--- src/rtl/mul_seq_pkg.sv ---
// Shared types for the multiply request sequencer: FSM states, widths and FIFO entry.
// MUL_SIGNED_EN adds a per-request signed flag to the entry.
package mul_seq_pkg;

  localparam int OPERAND_W = 32;
  localparam int PRODUCT_W = 64;

  typedef enum logic [1:0] {
    IDLE  = 2'd0,
    ISSUE = 2'd1,
    WAIT  = 2'd2,
    HOLD  = 2'd3
  } state_e;

  typedef struct packed {
    logic [OPERAND_W-1:0] a;
    logic [OPERAND_W-1:0] b;
`ifdef MUL_SIGNED_EN
    logic                 is_signed;
`endif
  } req_entry_t;

  // Two's-complement magnitude; -2^31 maps to 0x8000_0000.
  function automatic logic [OPERAND_W-1:0] magnitude(input logic [OPERAND_W-1:0] v);
    return v[OPERAND_W-1] ? (~v + 1'b1) : v;
  endfunction

endpackage

--- src/rtl/mul_req_fifo.sv ---
// Request FIFO for the multiply sequencer: power-of-two depth, head visible combinationally.
// Entry layout follows mul_seq_pkg::req_entry_t (wider when MUL_SIGNED_EN is defined).
module mul_req_fifo
  import mul_seq_pkg::*;
#(
  parameter  int DEPTH = 4,
  localparam int PTR_W = $clog2(DEPTH)
) (
  input  logic       clk,
  input  logic       reset,
  input  logic       push,
  input  req_entry_t push_data,
  input  logic       pop,
  output logic       full,
  output logic       empty,
  output req_entry_t head
);

  req_entry_t       mem_q [DEPTH];
  logic [PTR_W-1:0] wr_ptr_q, wr_ptr_d;
  logic [PTR_W-1:0] rd_ptr_q, rd_ptr_d;
  logic [PTR_W:0]   count_q, count_d;
  logic             do_push;
  logic             do_pop;

  assign full    = (count_q == (PTR_W+1)'(DEPTH));
  assign empty   = (count_q == '0);
  assign head    = mem_q[rd_ptr_q];
  assign do_push = push && !full;
  assign do_pop  = pop && !empty;

  // Pointers wrap modulo DEPTH for free because DEPTH is a power of two.
  always_comb begin
    wr_ptr_d = wr_ptr_q;
    rd_ptr_d = rd_ptr_q;
    count_d  = count_q;
    if (do_push) wr_ptr_d = wr_ptr_q + 1'b1;
    if (do_pop)  rd_ptr_d = rd_ptr_q + 1'b1;
    case ({do_push, do_pop})
      2'b10:   count_d = count_q + 1'b1;
      2'b01:   count_d = count_q - 1'b1;
      default: count_d = count_q;
    endcase
  end

  always_ff @(posedge clk or posedge reset) begin
    if (reset) begin
      wr_ptr_q <= '0;
      rd_ptr_q <= '0;
      count_q  <= '0;
    end else begin
      wr_ptr_q <= wr_ptr_d;
      rd_ptr_q <= rd_ptr_d;
      count_q  <= count_d;
    end
  end

  always_ff @(posedge clk) begin
    if (do_push) mem_q[wr_ptr_q] <= push_data;
  end

endmodule

--- src/rtl/mul_request_sequencer.sv ---
// Issue stage for the 32x32 iterative multiplier: buffers requests, pulses start, holds product.
// Define MUL_SIGNED_EN to add the req_signed port and sign/magnitude handling.
module mul_request_sequencer
  import mul_seq_pkg::*;
#(
  parameter int DEPTH = 4
) (
  input  logic        clk,
  input  logic        reset,
  input  logic        req_valid,
  output logic        req_ready,
  input  logic [31:0] req_a,
  input  logic [31:0] req_b,
`ifdef MUL_SIGNED_EN
  input  logic        req_signed,
`endif
  output logic        mul_valid_in,
  output logic [31:0] mul_a,
  output logic [31:0] mul_b,
  input  logic        mul_valid_out,
  input  logic [63:0] mul_r,
  output logic        resp_valid,
  input  logic        resp_ready,
  output logic [63:0] resp_r,
  output logic        busy,
  output logic        err_spurious
);

  state_e               state_q, state_d;
  logic [OPERAND_W-1:0] mul_a_q, mul_a_d;
  logic [OPERAND_W-1:0] mul_b_q, mul_b_d;
  logic                 mul_valid_in_q, mul_valid_in_d;
  logic                 resp_valid_q, resp_valid_d;
  logic [PRODUCT_W-1:0] resp_r_q, resp_r_d;
  logic                 err_q, err_d;
`ifdef MUL_SIGNED_EN
  logic                 neg_q, neg_d;
`endif

  req_entry_t push_entry;
  req_entry_t head;
  logic       fifo_full;
  logic       fifo_empty;
  logic       load;

  always_comb begin
    push_entry   = '0;
    push_entry.a = req_a;
    push_entry.b = req_b;
`ifdef MUL_SIGNED_EN
    push_entry.is_signed = req_signed;
`endif
  end

  mul_req_fifo #(.DEPTH(DEPTH)) u_fifo (
    .clk       (clk),
    .reset     (reset),
    .push      (req_valid),
    .push_data (push_entry),
    .pop       (load),
    .full      (fifo_full),
    .empty     (fifo_empty),
    .head      (head)
  );

  always_comb begin
    state_d        = state_q;
    mul_a_d        = mul_a_q;
    mul_b_d        = mul_b_q;
    mul_valid_in_d = 1'b0;
    resp_valid_d   = resp_valid_q;
    resp_r_d       = resp_r_q;
    err_d          = err_q;
    load           = 1'b0;
`ifdef MUL_SIGNED_EN
    neg_d          = neg_q;
`endif

    case (state_q)
      IDLE: begin
        if (!fifo_empty) load = 1'b1;
      end
      ISSUE: begin
        state_d = WAIT;
      end
      WAIT: begin
        if (mul_valid_out) begin
`ifdef MUL_SIGNED_EN
          resp_r_d = neg_q ? (~mul_r + 1'b1) : mul_r;
`else
          resp_r_d = mul_r;
`endif
          resp_valid_d = 1'b1;
          state_d      = HOLD;
        end
      end
      HOLD: begin
        if (resp_ready) begin
          resp_valid_d = 1'b0;
          // Straight to ISSUE when work is queued, avoiding an IDLE bubble.
          if (!fifo_empty) load = 1'b1;
          else             state_d = IDLE;
        end
      end
      default: state_d = IDLE;
    endcase

    if (load) begin
      state_d        = ISSUE;
      mul_valid_in_d = 1'b1;
`ifdef MUL_SIGNED_EN
      mul_a_d = head.is_signed ? magnitude(head.a) : head.a;
      mul_b_d = head.is_signed ? magnitude(head.b) : head.b;
      neg_d   = head.is_signed && (head.a[OPERAND_W-1] ^ head.b[OPERAND_W-1]);
`else
      mul_a_d = head.a;
      mul_b_d = head.b;
`endif
    end

    if (mul_valid_out && (state_q != WAIT)) err_d = 1'b1;
  end

  always_ff @(posedge clk or posedge reset) begin
    if (reset) begin
      state_q        <= IDLE;
      mul_a_q        <= '0;
      mul_b_q        <= '0;
      mul_valid_in_q <= 1'b0;
      resp_valid_q   <= 1'b0;
      resp_r_q       <= '0;
      err_q          <= 1'b0;
`ifdef MUL_SIGNED_EN
      neg_q          <= 1'b0;
`endif
    end else begin
      state_q        <= state_d;
      mul_a_q        <= mul_a_d;
      mul_b_q        <= mul_b_d;
      mul_valid_in_q <= mul_valid_in_d;
      resp_valid_q   <= resp_valid_d;
      resp_r_q       <= resp_r_d;
      err_q          <= err_d;
`ifdef MUL_SIGNED_EN
      neg_q          <= neg_d;
`endif
    end
  end

  assign req_ready    = !fifo_full;
  assign mul_valid_in = mul_valid_in_q;
  assign mul_a        = mul_a_q;
  assign mul_b        = mul_b_q;
  assign resp_valid   = resp_valid_q;
  assign resp_r       = resp_r_q;
  assign err_spurious = err_q;
  assign busy         = (state_q != IDLE) || !fifo_empty;

endmodule

--- config.mk ---
export PLATFORM = sky130hd
export DESIGN_NAME = mul_request_sequencer
export DESIGN_NICKNAME = d
export VERILOG_FILES = /design/src/rtl/mul_seq_pkg.sv /design/src/rtl/mul_req_fifo.sv /design/src/rtl/mul_request_sequencer.sv
export SDC_FILE = /design/constraint.sdc
export NUM_CORES = 1
export LEC_CHECK = 0
export CAP_MARGIN = 20
export CORE_MARGIN = 5
export CORE_UTILIZATION = 35
export CTS_BUF_LIST = sky130_fd_sc_hd__clkbuf_8
export CTS_CLUSTER_DIAMETER = 30
export DETAILED_ROUTE_END_ITERATION = 6
export DONT_BUFFER_PORTS = 1
export GPL_ROUTABILITY_DRIVEN = 0
export RECOVER_POWER = 100
export SYNTH_ARGS = -nofsm -noshare
export SYNTH_HDL_FRONTEND = slang
export SYNTH_SLANG_ARGS = --single-unit
--- constraint.sdc ---
create_clock -name clk -period 4.4 [get_ports clk]
set_input_delay 0.22 -clock clk [delete_from_list [all_inputs] [get_ports clk]]
set_output_delay 0.22 -clock clk [all_outputs]
set_load 0.005 [all_outputs]
==> impl_metrics.csv <==
group,metric,value,unit
floorplan,rows,75,
min_path,hold_path.class,"in2reg",
power,switchingPower,3.87,mW
power,p_sw_frac,0.289,
power,power_density,720,nW/um^2
floorplan,fp.dieW,215,um
cells_and_area,final_net_count,1020,
global_route,antenna_found_initial,5,
cts,cts-root-buf,"clkbuf_8",
place,place_ws,1.82,ns
critical_path,r2r-start,"u_fifo.count_q[2]",
global_route,grt_max_degree,97,
min_path,hold_start,"resp_ready",
cts,hold_buffers,132,
sta,period_share,0.731,
critical_path,critPathLaunch,"u_fifo.count_q[2]",
floorplan,die_y,215,um
synthesis,ys_ff_latch,396,
cts,numCtsBuffers,87,
route,vias_per_cell,4.77,
synthesis,syn_nets,818,
synthesis,yosys.area_share.xor_xnor,0.00358,
critical_path,critPathKind,"reg2reg",
synthesis,ys_types,33,
critical_path,startpoint_type,"flop",
sta,fin_skew,0.0259,ns
floorplan,core_area,41700,um^2
route,routed_wl,32.7,mm
cts,clk_path_buf_depth,3,
global_route,grtUsageTotal,0.144,
floorplan,num_io_pins,266,
run_status,status,"finished, violations left",
place,placed_area,15300,um^2
cts,insertion_delay,0.64,ns
min_path,hold-path-cell-count,2,
floorplan,initial_core_util,0.352,
critical_path,endpoint_kind,"flop",
cts,cts_resized,0,
global_route,grt_first_pass_wirelength,51.1,mm
critical_path,cp_data_required_time,4.63,ns
power,intPower,9.51,mW
power,peakVddDrop,0.330,mV
flow_run,max_cap_viol_count,5,
synthesis,synth_top_family_by_area,"multiplexers",
sta,min_period,3.22,ns
cts,cts_max_level,3,
cts,cts.sink_count,396,
sta,finalSetupViolCount,0,
synthesis,synth_area_per_cell,21.8,um^2
power,p_leak,6.78,nW
cts,cts_setup_buffers,0,
synthesis,synth-compound-area-share,0.00478,
route,first_pass_iters,4,
sta,report.final.hold_viol_count,0,
sta,slew_headroom,-0.606,
sta,rsz0062_at_grt,"no",
cts,clk_pin_slew,0.06,ns
route,drtIter0Drc,409,
power,p_seq_frac,0.458,
critical_path,ff2ff_path_depth,3,
run_status,violations,"max-capacitance violations, max-slew violations",
cells_and_area,fin_area,18600,um^2
synthesis,ys_seq_area_frac,0.763,
place,dpl.hpwl,18.1,mm
global_route,grt.overflow.total,0,
sta,tightest_slew,2.40,ns
route,drc_errors,0,
power,combPwrFrac,0.217,
synthesis,synth.cell_area,14700,um^2
route,via_count,7129,
sta,setup_slack,1.18,ns
power,clkPwrFrac,0.325,
sta,slew_violations,252,
synthesis,synthAdderAreaFrac,0.00990,
global_route,grt_pass1_vias,8109,
critical_path,worst-endpoint-arrival,3.45,ns
cells_and_area,syn_to_final_growth,26.7,%
sta,hold_ws,0.148,ns
synthesis,synthSimpleGateAreaFrac,0.00845,
synthesis,synthCells,674,
place,io_buffers,0,
critical_path,cp_max_fo,53,
cts,cts_tree,"yes",
sta,tns,0,ns
sta,max_freq,311,MHz
synthesis,synth_mux_area_frac,0.197,
cells_and_area,utilization,0.446,
route,routedWlPerCell,21.9,um
route,ant_nets,0,
synthesis,synth_warnings,0,
cells_and_area,drive_gt1_frac,0.361,
floorplan,die_area,46100,um^2
logic make-up (layout without fill, tap and decap cells):
logic type	Yosys count	after routing
DFF	396	396
muxes	193	193
buffers and inverters	39	316
and+or+nand+nor	19	19
adders and majority gates	11	11
AOI/OAI and AO/OA	10	10
xor gates and xnor gates	6	6
other	0	3
through the flow:
step / power (mW) / std cells
6_report: 13.4 / 1493
5_1_grt: 14.2 / 1493
4_1_cts: 13.6 / 1490
3_5_place_dp: 9.08 / 1194
3_3_place_gp: 9.01 / 1194
2_1_floorplan: 8.13 / 674
sequential cells by signal (all words and copies together), names as in the netlist, 2 cells and up:
| register | flops |
|---|---|
| mul_a | 32 |
| state_q | 2 |
| u_fifo.wr_ptr_q | 2 |
| mul_b | 32 |
| u_fifo.rd_ptr_q | 2 |
| resp_r | 64 |
| u_fifo.count_q | 3 |
| u_fifo.mem_q | 256 |
final cells by class:
| cell class | instances | area, um^2 |
|---|---|---|
| diodes | 3 | 7.51 |
| clock buffers | 94 | 1290 |
| clock inverters | 70 | 661 |
| fillers | 3555 | 23100 |
| inverters | 11 | 42.5 |
| multi-input cells | 239 | 3300 |
| flip-flops and latches | 396 | 11200 |
| well taps | 539 | 674 |
| repair buffers | 141 | 1410 |
Yosys cell counts:
master	n	area (um^2)
or3b_1	1	8.76
mux2_1	2	22.5
clkbuf_1	7	26.3
edfxtp_1	256	7690
nand2_1	4	15.0
ha_1	10	125
a211oi_1	1	7.51
o21bai_1	1	7.51
nor2b_1	1	6.26
dfrtp_1	140	3500
nor4b_1	1	8.76
nor2_1	1	3.75
mux4_2	64	1440
buf_2	14	70.1
nand2b_1	1	6.26
and2_1	1	6.26
buf_4	5	37.5
xor2_1	4	35.0
mux2_2	127	1430
nor3_1	2	10.0
inv_1	11	41.3
a21oi_1	2	10.0
and3_1	4	25.0
buf_1	1	3.75
a211o_1	2	17.5
a22o_1	1	8.76
or4b_4	1	13.8
a2111oi_0	1	8.76
o21ai_0	2	10.0
nor3_2	2	20.0
buf_6	1	11.3
fa_1	1	20.0
xnor2_1	2	17.5
power groups by stage:
stage               combinational, mW  sequential (mW)  clock (mW)
floorplan                        2.43             5.70           0
global placement                 2.80             6.20           0
detailed placement               2.86             6.22           0
CTS                              2.99             6.15        4.49
global route                     3.20             6.29        4.72
finish                           2.90             6.13        4.35
cell usage in the layout (no fill, tap or decap), types with 2 or more instances in the layout:
| master | count |
|---|---|
| and3_2 | 3 |
| diode_2 | 3 |
| clkbuf_8 | 94 |
| dfrtp_1 | 138 |
| xor2_1 | 4 |
| clkinvlp_4 | 13 |
| nand2_1 | 4 |
| edfxtp_1 | 256 |
| dfrtp_4 | 2 |
| dlygate4sd3_1 | 132 |
| a211o_1 | 2 |
| mux4_2 | 64 |
| a21oi_1 | 2 |
| buf_12 | 3 |
| mux2_1 | 4 |
| inv_1 | 31 |
| clkinv_2 | 16 |
| ha_1 | 10 |
| mux2_2 | 125 |
| clkbuf_1 | 4 |
| xnor2_1 | 2 |
| o21ai_0 | 2 |
| clkinv_4 | 4 |
| clkinv_1 | 3 |
| nor3_1 | 3 |
| bufinv_16 | 11 |
| buf_4 | 2 |
routing by layer:
metal / global-route usage / up-vias / part of all wire
met3: 0.0619 / 56 / 0.098
met4: 0.0548 / 4 / 0.020
met5: 0 / - / 0.00073
li1: - / 3112 / -
met1: 0.171 / 3640 / 0.40
met2: 0.235 / 317 / 0.48
worst paths after layout:
check / slack, ns / endpoint
setup / recovery: 1.18 / u_fifo.mem_q[0][47]
hold / removal: 0.15 / mul_valid_in
setup reg to reg: 1.18 / u_fifo.mem_q[0][47]
hold reg to reg: 0.52 / u_fifo.count_q[2]
max in group asynchronous: 2.33 / u_fifo.rd_ptr_q[1]
min in group asynchronous: 0.69 / resp_r[59]
critical path, cell delays in order, from the launching register on:
cell and delay, ns:
dfrtp_1 0.41, or3b_1 0.29, and3_2 1.37, clkbuf_1 0.73
Note: power is estimated with default switching activity, not from simulation.
